**src/rtl/img2col_tile_gen.sv**
```systemverilog
// im2col tile engine: walks the virtual im2col matrix of one tensor and assembles
// TILE x TILE data tiles from tensor memory reads with padding, stride and tail masking.
module img2col_tile_gen #(
   parameter int DATA_WIDTH = 8,
   parameter int ADDR_WIDTH = 16,
   parameter int TILE       = 4,
   parameter int DIM_W      = 8,
   parameter int CH_W       = 8,
   parameter int K_W        = 4,
   parameter int RD_LAT     = 1
) (
   input  logic                            clk,
   input  logic                            rstn,
   input  logic                            i_start,
   input  logic [DIM_W-1:0]                cfg_in_size,
   input  logic [DIM_W-1:0]                cfg_out_size,
   input  logic [K_W-1:0]                  cfg_k,
   input  logic [CH_W-1:0]                 cfg_c,
   input  logic [3:0]                      cfg_stride,
   input  logic [3:0]                      cfg_pad,
   input  logic [ADDR_WIDTH-1:0]           cfg_base,
   output logic [ADDR_WIDTH-1:0]           o_mem_addr,
   output logic                            o_mem_req,
   input  logic [DATA_WIDTH-1:0]           i_mem_rdata,
   output logic [TILE*TILE*DATA_WIDTH-1:0] o_tile,
   output logic                            o_tile_valid,
   input  logic                            i_tile_ready,
   output logic [DIM_W*2-1:0]              o_tile_row,
   output logic [K_W*2+CH_W-1:0]           o_tile_col,
   output logic                            o_last_tile,
   output logic                            o_busy,
   output logic                            o_done
);

   localparam int NSLOT = TILE * TILE;
   localparam int IDX_W = (NSLOT > 1) ? $clog2(NSLOT) : 1;
   localparam int C_W   = (TILE > 1) ? $clog2(TILE) : 1;
   localparam int D_W   = (RD_LAT > 1) ? $clog2(RD_LAT) : 1;
   localparam int QW    = K_W*2 + CH_W + 1;
   localparam int PW    = DIM_W*2 + 1;
   localparam int SQW   = DIM_W*2;
   localparam int CHW   = CH_W + 1;
   localparam int MW    = DIM_W + 5;
   localparam int SW    = DIM_W + 7;

   typedef enum logic [1:0] {S_IDLE, S_ISSUE, S_DRAIN, S_OUT} state_t;

   state_t r_state, w_state_next;

   logic [DIM_W-1:0]      r_in, r_out;
   logic [K_W-1:0]        r_k;
   logic [3:0]            r_s, r_pad;
   logic [ADDR_WIDTH-1:0] r_base;
   logic [QW-1:0]         r_kkc;
   logic [PW-1:0]         r_npix;
   logic [SQW-1:0]        r_in_sq;

   // Row position (p, ox, ox*S, oy*S): working copy, and start of the current row tile.
   logic [PW-1:0]    r_p, r_p0;
   logic [DIM_W-1:0] r_ox, r_ox0;
   logic [MW-1:0]    r_oxs, r_oxs0, r_oys, r_oys0;
   // Column position (q, ch, ky, kx): working, tile start, and start of the next column tile.
   logic [QW-1:0]    r_q, r_q0, r_qn;
   logic [CHW-1:0]   r_ch, r_ch0, r_chn;
   logic [K_W-1:0]   r_ky, r_ky0, r_kyn, r_kx, r_kx0, r_kxn;

   logic [IDX_W-1:0]          r_slot;
   logic [C_W-1:0]            r_c;
   logic [D_W-1:0]            r_dcnt;
   logic [DIM_W*2-1:0]        r_rt;
   logic [K_W*2+CH_W-1:0]     r_ct;
   logic                      r_done;
   logic [RD_LAT-1:0]         r_pv, r_ppad;
   logic [RD_LAT-1:0][IDX_W-1:0] r_pidx;
   logic [NSLOT-1:0][DATA_WIDTH-1:0] r_tile;

   logic w_kx_wrap, w_ky_wrap, w_ox_wrap;
   logic [K_W-1:0]   w_kx_n, w_ky_n;
   logic [CHW-1:0]   w_ch_n;
   logic [QW-1:0]    w_q_n;
   logic [DIM_W-1:0] w_ox_n;
   logic [MW-1:0]    w_oxs_n, w_oys_n;
   logic [PW-1:0]    w_p_n;
   logic [SW-1:0]    w_iy, w_ix;
   logic             w_iy_ok, w_ix_ok, w_pad, w_last_slot, w_row_end;
   logic             w_last_ct, w_last_rt, w_final, w_hs;
   logic [ADDR_WIDTH-1:0] w_ch_off, w_row_off, w_addr;

   assign w_kx_wrap = (r_kx == r_k - K_W'(1));
   assign w_ky_wrap = (r_ky == r_k - K_W'(1));
   assign w_kx_n    = w_kx_wrap ? '0 : r_kx + K_W'(1);
   assign w_ky_n    = w_kx_wrap ? (w_ky_wrap ? '0 : r_ky + K_W'(1)) : r_ky;
   assign w_ch_n    = (w_kx_wrap && w_ky_wrap) ? r_ch + CHW'(1) : r_ch;
   assign w_q_n     = r_q + QW'(1);

   assign w_ox_wrap = (r_ox == r_out - DIM_W'(1));
   assign w_ox_n    = w_ox_wrap ? '0 : r_ox + DIM_W'(1);
   assign w_oxs_n   = w_ox_wrap ? '0 : r_oxs + MW'(r_s);
   assign w_oys_n   = w_ox_wrap ? r_oys + MW'(r_s) : r_oys;
   assign w_p_n     = r_p + PW'(1);

   // Coordinates are two's complement: the top bit flags a tap above/left of the image.
   assign w_iy    = SW'(r_oys) + SW'(r_ky) - SW'(r_pad);
   assign w_ix    = SW'(r_oxs) + SW'(r_kx) - SW'(r_pad);
   assign w_iy_ok = !w_iy[SW-1] && (w_iy < SW'(r_in));
   assign w_ix_ok = !w_ix[SW-1] && (w_ix < SW'(r_in));
   assign w_pad   = (r_p >= r_npix) || (r_q >= r_kkc) || !w_iy_ok || !w_ix_ok;

   assign w_ch_off  = ADDR_WIDTH'(r_ch) * ADDR_WIDTH'(r_in_sq);
   assign w_row_off = ADDR_WIDTH'(w_iy) * ADDR_WIDTH'(r_in);
   assign w_addr    = r_base + w_ch_off + w_row_off + ADDR_WIDTH'(w_ix);

   assign w_last_slot = (r_slot == IDX_W'(NSLOT-1));
   assign w_row_end   = (r_c == C_W'(TILE-1));
   assign w_last_ct   = (r_q0 + QW'(TILE)) >= r_kkc;
   assign w_last_rt   = (r_p0 + PW'(TILE)) >= r_npix;
   assign w_final     = w_last_ct && w_last_rt;
   assign w_hs        = (r_state == S_OUT) && i_tile_ready;

   assign o_busy     = (r_state != S_IDLE);
   assign o_done     = r_done;
   assign o_tile     = r_tile;
   assign o_tile_row = r_rt;
   assign o_tile_col = r_ct;

   always_ff @(posedge clk or negedge rstn) begin
      if (!rstn) r_state <= S_IDLE;
      else       r_state <= w_state_next;
   end

   always_comb begin
      // NOTE: every signal driven here gets a default first, so no path can infer a latch.
      w_state_next = r_state;
      o_mem_req    = 1'b0;
      o_mem_addr   = '0;
      o_tile_valid = 1'b0;
      o_last_tile  = 1'b0;
      unique case (r_state)
         S_IDLE:  if (i_start) w_state_next = S_ISSUE;
         S_ISSUE: begin
            o_mem_req  = !w_pad;
            o_mem_addr = w_addr;
            if (w_last_slot) w_state_next = S_DRAIN;
         end
         S_DRAIN: if (r_dcnt == D_W'(RD_LAT-1)) w_state_next = S_OUT;
         S_OUT: begin
            o_tile_valid = 1'b1;
            o_last_tile  = w_final;
            if (i_tile_ready) w_state_next = w_final ? S_IDLE : S_ISSUE;
         end
         default: w_state_next = S_IDLE;
      endcase
   end

   // NOTE: the tile buffer is small register storage and is reset with everything else,
   // so a reset leaves o_tile at zero rather than holding stale data.
   always_ff @(posedge clk or negedge rstn) begin
      if (!rstn) begin
         r_in <= '0; r_out <= '0; r_k <= '0; r_s <= '0; r_pad <= '0; r_base <= '0;
         r_kkc <= '0; r_npix <= '0; r_in_sq <= '0;
         r_p <= '0; r_p0 <= '0; r_ox <= '0; r_ox0 <= '0;
         r_oxs <= '0; r_oxs0 <= '0; r_oys <= '0; r_oys0 <= '0;
         r_q <= '0; r_q0 <= '0; r_qn <= '0; r_ch <= '0; r_ch0 <= '0; r_chn <= '0;
         r_ky <= '0; r_ky0 <= '0; r_kyn <= '0; r_kx <= '0; r_kx0 <= '0; r_kxn <= '0;
         r_slot <= '0; r_c <= '0; r_dcnt <= '0; r_rt <= '0; r_ct <= '0; r_done <= 1'b0;
         r_pv <= '0; r_ppad <= '0; r_pidx <= '0; r_tile <= '0;
      end else begin
         // NOTE: state uses non-blocking assignments so every register sees pre-edge values.
         r_done <= w_hs && w_final;
         for (int i = RD_LAT-1; i > 0; i--) begin
            r_pv[i]   <= r_pv[i-1];
            r_ppad[i] <= r_ppad[i-1];
            r_pidx[i] <= r_pidx[i-1];
         end
         r_pv[0]   <= (r_state == S_ISSUE);
         r_ppad[0] <= w_pad;
         r_pidx[0] <= r_slot;

         unique case (r_state)
            S_IDLE: if (i_start) begin
               r_in <= cfg_in_size; r_out <= cfg_out_size; r_k <= cfg_k;
               r_s <= cfg_stride; r_pad <= cfg_pad; r_base <= cfg_base;
               r_kkc   <= QW'(cfg_k) * QW'(cfg_k) * QW'(cfg_c);
               r_npix  <= PW'(cfg_out_size) * PW'(cfg_out_size);
               r_in_sq <= SQW'(cfg_in_size) * SQW'(cfg_in_size);
               r_p <= '0; r_p0 <= '0; r_ox <= '0; r_ox0 <= '0;
               r_oxs <= '0; r_oxs0 <= '0; r_oys <= '0; r_oys0 <= '0;
               r_q <= '0; r_q0 <= '0; r_ch <= '0; r_ch0 <= '0;
               r_ky <= '0; r_ky0 <= '0; r_kx <= '0; r_kx0 <= '0;
               r_slot <= '0; r_c <= '0; r_rt <= '0; r_ct <= '0; r_tile <= '0;
            end
            S_ISSUE: begin
               r_dcnt <= '0;
               r_slot <= w_last_slot ? '0 : r_slot + IDX_W'(1);
               if (w_row_end) begin
                  r_c  <= '0;
                  r_q  <= r_q0;  r_ch  <= r_ch0;  r_ky  <= r_ky0;  r_kx  <= r_kx0;
                  r_qn <= w_q_n; r_chn <= w_ch_n; r_kyn <= w_ky_n; r_kxn <= w_kx_n;
                  r_p  <= w_p_n; r_ox  <= w_ox_n; r_oxs <= w_oxs_n; r_oys <= w_oys_n;
               end else begin
                  r_c <= r_c + C_W'(1);
                  r_q <= w_q_n; r_ch <= w_ch_n; r_ky <= w_ky_n; r_kx <= w_kx_n;
               end
            end
            S_DRAIN: r_dcnt <= r_dcnt + D_W'(1);
            S_OUT: if (i_tile_ready && !w_final) begin
               r_tile <= '0;
               if (w_last_ct) begin
                  r_ct <= '0;
                  r_rt <= r_rt + (DIM_W*2)'(1);
                  r_q0 <= '0; r_ch0 <= '0; r_ky0 <= '0; r_kx0 <= '0;
                  r_q  <= '0; r_ch  <= '0; r_ky  <= '0; r_kx  <= '0;
                  r_p0 <= r_p; r_ox0 <= r_ox; r_oxs0 <= r_oxs; r_oys0 <= r_oys;
               end else begin
                  r_ct <= r_ct + (K_W*2+CH_W)'(1);
                  r_q0 <= r_qn; r_ch0 <= r_chn; r_ky0 <= r_kyn; r_kx0 <= r_kxn;
                  r_q  <= r_qn; r_ch  <= r_chn; r_ky  <= r_kyn; r_kx  <= r_kxn;
                  r_p  <= r_p0; r_ox  <= r_ox0; r_oxs <= r_oxs0; r_oys <= r_oys0;
               end
            end
            default: ;
         endcase

         // Returns land only while no clear can happen (ISSUE/DRAIN).
         if (r_pv[RD_LAT-1])
            r_tile[r_pidx[RD_LAT-1]] <= r_ppad[RD_LAT-1] ? '0 : i_mem_rdata;
      end
   end

endmodule

```
**config.mk**
```make
export PLATFORM = sky130hd
export DESIGN_NAME = img2col_tile_gen
export DESIGN_NICKNAME = d
export VERILOG_FILES = /design/src/rtl/img2col_tile_gen.sv
export SDC_FILE = /design/constraint.sdc
export NUM_CORES = 2
export LEC_CHECK = 0
export CORE_MARGIN = 8
export CORE_UTILIZATION = 25
export DETAILED_ROUTE_END_ITERATION = 10
export HOLD_SLACK_MARGIN = 0.02
export PLACE_DENSITY = 0.5
export SLEW_MARGIN = 25
export SYNTH_ARGS = -nofsm -noshare
export SYNTH_HDL_FRONTEND = slang
export SYNTH_SLANG_ARGS = --single-unit
```
**constraint.sdc**
```tcl
create_clock -name clk -period 24.3 [get_ports clk]
set_input_delay 4.86 -clock clk [delete_from_list [all_inputs] [get_ports clk]]
set_output_delay 4.86 -clock clk [all_outputs]
set_load 0.02 [all_outputs]
```
# ---- Word-level counts from Yosys, hierarchy flattened
# Cells that the tools add are included.
dict set report classes {
  add_sub_neg 24
  n_eq_ne 16
  n_mux 83
  n_reduce_logical 32
  order_cmp 8
  mul 6
}
# cell count
set op_table {}
lappend op_table {{2-to-1 mux 128 bit} 3}
lappend op_table {{one-hot mux 128 bit (2 select lines)} 1}
lappend op_table {{bitwise mux 128 bit} 1}
lappend op_table {{2-to-1 mux 17 bit} 7}
lappend op_table {{2-to-1 mux 13 bit} 9}
lappend op_table {{one-hot mux 17 bit (3 select lines)} 2}
lappend op_table {{2-to-1 mux 16 bit} 6}
lappend op_table {{one-hot mux 13 bit (3 select lines)} 2}
lappend op_table {{greater-or-equal comparator 17 x 16 -> 1 bit} 4}
lappend op_table {{one-hot mux 17 bit (2 select lines)} 2}
lappend op_table {{one-hot mux 16 bit (2 select lines)} 2}
lappend op_table {{2-to-1 mux 8 bit} 7}
lappend op_table {{one-hot mux 13 bit (2 select lines)} 2}
lappend op_table {{multiplier 8 x 8 -> 16 bit} 3}
lappend op_table {{2-to-1 mux 9 bit} 5}
lappend op_table {{2-to-1 mux 4 bit} 11}
lappend op_table {{adder 17 x 1 -> 17 bit, second input constant} 2}
lappend op_table {{adder 17 x 3 -> 17 bit, second input constant} 2}
lappend op_table {{adder 16 x 1 -> 16 bit, second input constant} 2}
lappend op_table {{adder 16 bit} 2}
lappend op_table {{demux 8 bit (select 4 bit)} 1}
lappend op_table {{less-than comparator 15 x 8 -> 1 bit} 2}
lappend op_table {{subtractor 14 x 4 -> 15 bit} 2}
lappend op_table {{adder 13 x 4 -> 14 bit} 2}
lappend op_table {{other kinds (42)} 87}
dict set report totals {
  in_bits 64
  out_inout_bits 181
  ff_bits 472
  word_cells 224
}

# ---- Logic depth before layout (Yosys ltp)
dict set report logic_depth {
  ltp_word 9
  ltp_mapped 32
  mapped_depth_nobuf 32
}

# ---- Worst setup path before layout
# No wires, ideal clock.
dict set report synth_timing {
  path_type {register -> output}
  from {register r_oys[1]}
  to {output o_mem_addr[14]}
  arrival_time_ps 7502
  path_buffers 0
  slack_ps 11938
  stages_incl_launch_ff 30
  required_time_ps 19440
  path_cell_list {dfrtp_1 -> inv_1 -> fa_1 -> inv_1 -> fa_1 -> nand3_1 -> nand2_1 -> a21o_1 -> a21oi_1 -> xnor2_1 -> and2_1 -> fa_1 -> fa_1 -> inv_1 -> fa_1 -> inv_1 -> fa_1 -> inv_1 -> fa_1 -> fa_1 -> inv_1 -> ha_1 -> inv_1 -> o21bai_1 -> a21oi_1 -> o21bai_1 -> a21oi_1 -> o21ai_0 -> a2111oi_0 -> o41ai_1}
}
dict set report synth_between {
  elab_chain_len 6
}
# element line
set synth_lines {}
lappend synth_lines {{start, declared} 61} ;# logic [MW-1:0] r_oxs, r_oxs0, r_oys, r_oys0;
lappend synth_lines {{start signal, assigned} 199} ;# r_p <= w_p_n; r_ox <= w_ox_n; r_oxs <= w_oxs_n; r_oys <= w_oys_n;
lappend synth_lines {{start signal, assigned} 218} ;# r_p <= r_p0; r_ox <= r_ox0; r_oxs <= r_oxs0; r_oys <= r_oys0;
lappend synth_lines {{adder 13 x 4 -> 14 bit} 103} ;# assign w_iy = SW'(r_oys) + SW'(r_ky) - SW'(r_pad);
lappend synth_lines {{subtractor 14 x 4 -> 15 bit} 103}
lappend synth_lines {{multiplier 15 x 8 -> 16 bit} 110} ;# assign w_row_off = ADDR_WIDTH'(w_iy) * ADDR_WIDTH'(r_in);
lappend synth_lines {{adder 16 bit} 111} ;# assign w_addr = r_base + w_ch_off + w_row_off + ADDR_WIDTH'(w_ix);
lappend synth_lines {{adder 16 x 15 -> 16 bit} 111}
lappend synth_lines {{2-to-1 mux 16 bit} 138} ;# unique case (r_state)
lappend synth_lines {{end, declared} 22} ;# output logic [ADDR_WIDTH-1:0] o_mem_addr,
# Every way passes these cells.

# ---- Worst setup path after layout
# Same ends and word-level chain as after synthesis.

==> results.cfg <==
[timing]
fmax_mhz = 68.3
tightest_slew_ns = 0.997
final_hold_viol_count = 0
final_max_slew_viol_count = 0
min_period_over_period = 0.602
fin_worst_skew_ns = 0.0360
fin_hold_ws_ns = 0.429
slew_headroom = 0.335
finalSetupViolations = 0
rsz0062_at_grt = no
fin_crit_ns = 14.64
timing.setup.tns_ns = 0

[finish]
fillers = 15599
area_delta_synth_final_pct = 17.5
fin_util = 0.294
regArea_um2 = 11700
multiInputGateArea_um2 = 22600
layout.nets = 4857
drive_gt1_frac = 0.0440

[global_route]
grt_usage = 0.133
grt_pass1_vias = 28940
grt_remaining_overflow = 0
grt_pass1_wl_mm = 171
grt_max_degree = 127
antenna_found_initial = 4

[yosys]
ys_seq_elements = 468
avgSynthCellArea_um2 = 9.01
ys_types = 70
synth_edf_count = 0
synth_flop_cell = dfrtp_1
synth_fa_ha_area_frac = 0.246
netlist_top_cells_count = nand2_1, inv_1, dfrtp_1
synth_top_area_frac = 0.318
synthMuxAreaShare = 0.0144
ys_seq_area_frac = 0.318
syn-cell-area_um2 = 36800
synthXorXnorAreaFrac = 0.0440
synth_top_family_by_area = adder cells
syn_inst = 4086
synth_warnings = 0
async_flop_share = 1.00
synth_most_common_cell = nand2_1
synth_largest_area_cell = dfrtp_1
synth_area_leaders = dfrtp_1, fa_1, ha_1
synth_simple_gate_area_frac = 0.161
synth-compound-area-share = 0.146

[setup_path]
arrival_ns = 9.78
ff2ff_path_depth = 19
crit_required_ns = 19.44
start_kind = flop
max_stage_delay_ns = 0.74
cp_max_fo = 9
crit_top_cell = fa_1
cp-end-kind = output port
worst_path_max_delay_cell = clkdlybuf4s50_1
path_class = flop to output port

[die]
die_w_um = 400
rows = 141
core_um2 = 147000
start_util = 0.251
num_io_pins = 245
die_y_um = 400
dieArea_um2 = 160000

[placed_design]
gp_congestion = 0.836
place.port_buffers = 244
hpwl_mm = 79.8

[hold_path]
hp-class = flop to flop
hold_depth = 0

[detailed_routing]
via_per_inst = 4.66
route.detailed.drc = 0
routed_wirelength_mm = 108
drt-initial-drc-count = 1902
ant_nets = 0
post_drt_wl_per_cell_um = 17.4
first_pass_iters = 6
vias = 28906

[clocking]
numCtsBuffers = 58
cts_setup_buffers = 0
postCtsHoldBufs = 0
cts_resized = 0
clock_sinks = 468
clkLatencyLatePin_ns = 0.68
cts.htree.levels = 2
cts_tree = done
clkTransAtPathRegs_ns = 0.06
clock_path_buffers = 3
root_buffer = clkbuf_16

[run_status]
outcome = completed

[job]
cap_violations = 0
routing by layer:
layer | track usage | share of wire
met3 | 0.0189 | 0.045
met1 | 0.184 | 0.47
met2 | 0.222 | 0.47
met4 | 0.0297 | 0.022
met5 | 0 | 0.00012
layout make-up:
cell class / instances / area share
inverter: 487 / 0.0422
clock inverter: 17 / 0.00552
multi-input combinational: 2931 / 0.522
tap: 1930 / 0.0558
antenna: 4 / 0.000231
sequential: 468 / 0.271
clock buffer: 89 / 0.0399
timing repair buffer: 280 / 0.0632
cells by family after synthesis:
logic type                 after synthesis
xor gates and xnor gates               177
AOI/OAI and AO/OA                      889
and+or+nand+nor                       1246
muxes                                   49
adders and majority gates              567
other                                    2
DFF                                    468
buffers and inverters                  688
through the flow:
step           instance area (µm²)  worst slack [ns]  cells
4_1_cts                      43300              9.46   6202
6_report                     43300              9.66   6206
2_1_floorplan                36800             11.94   4087
3_3_place_gp                 41300             10.30   6096
5_1_grt                      43300              9.02   6202
3_5_place_dp                 41300             10.26   6096
cell usage in the layout, fill, tap and decap left out, drive strengths merged, types with 89 or more instances in the layout:
cell | Yosys | final
clkdlybuf4s50 | 0 | 243
ha | 306 | 306
inv | 486 | 488
fa | 261 | 261
clkbuf | 174 | 89
dfrtp | 468 | 468
nand3 | 214 | 214
and2 | 171 | 171
a21oi | 140 | 140
xnor2 | 108 | 108
nor2 | 112 | 112
o21ai | 445 | 445
nand2 | 522 | 522
flip-flops by register name (all words and copies together), names as in the netlist, 14 cells and up:
signal      count
r_q            17
o_tile        128
r_q0           17
o_tile_col     16
r_npix         14
o_tile_row     16
r_base         16
r_p0           17
r_kkc          16
r_qn           17
r_in_sq        14
r_p            17
final timing paths:
check                               start             end  slack [ns]
worst max register to register   r_oxs[1]          r_ppad       18.46
max in group asynchronous            rstn          r_q[4]       17.15
min in group asynchronous            rstn      o_tile[67]        4.25
worst min register to register  r_slot[1]       r_pidx[1]        0.43
worst min-delay path            r_slot[1]       r_pidx[1]        0.43
worst max-delay path             r_oys[1]  o_mem_addr[14]        9.66
critical path: cells and delay by family, from the launching register on:
family / cells / cell delay [ns]
flip-flops: 1 / 0.44
XOR/XNOR: 1 / 0.58
buffers and inverters: 7 / 1.14
adder cells (fa/ha/maj): 9 / 4.16
AND/OR/NAND/NOR: 3 / 0.46
AO/OA/AOI/OAI: 10 / 2.30
Power is not shown: default switching activity piles up to over one toggle a cycle in this logic, so the estimate is an artifact.
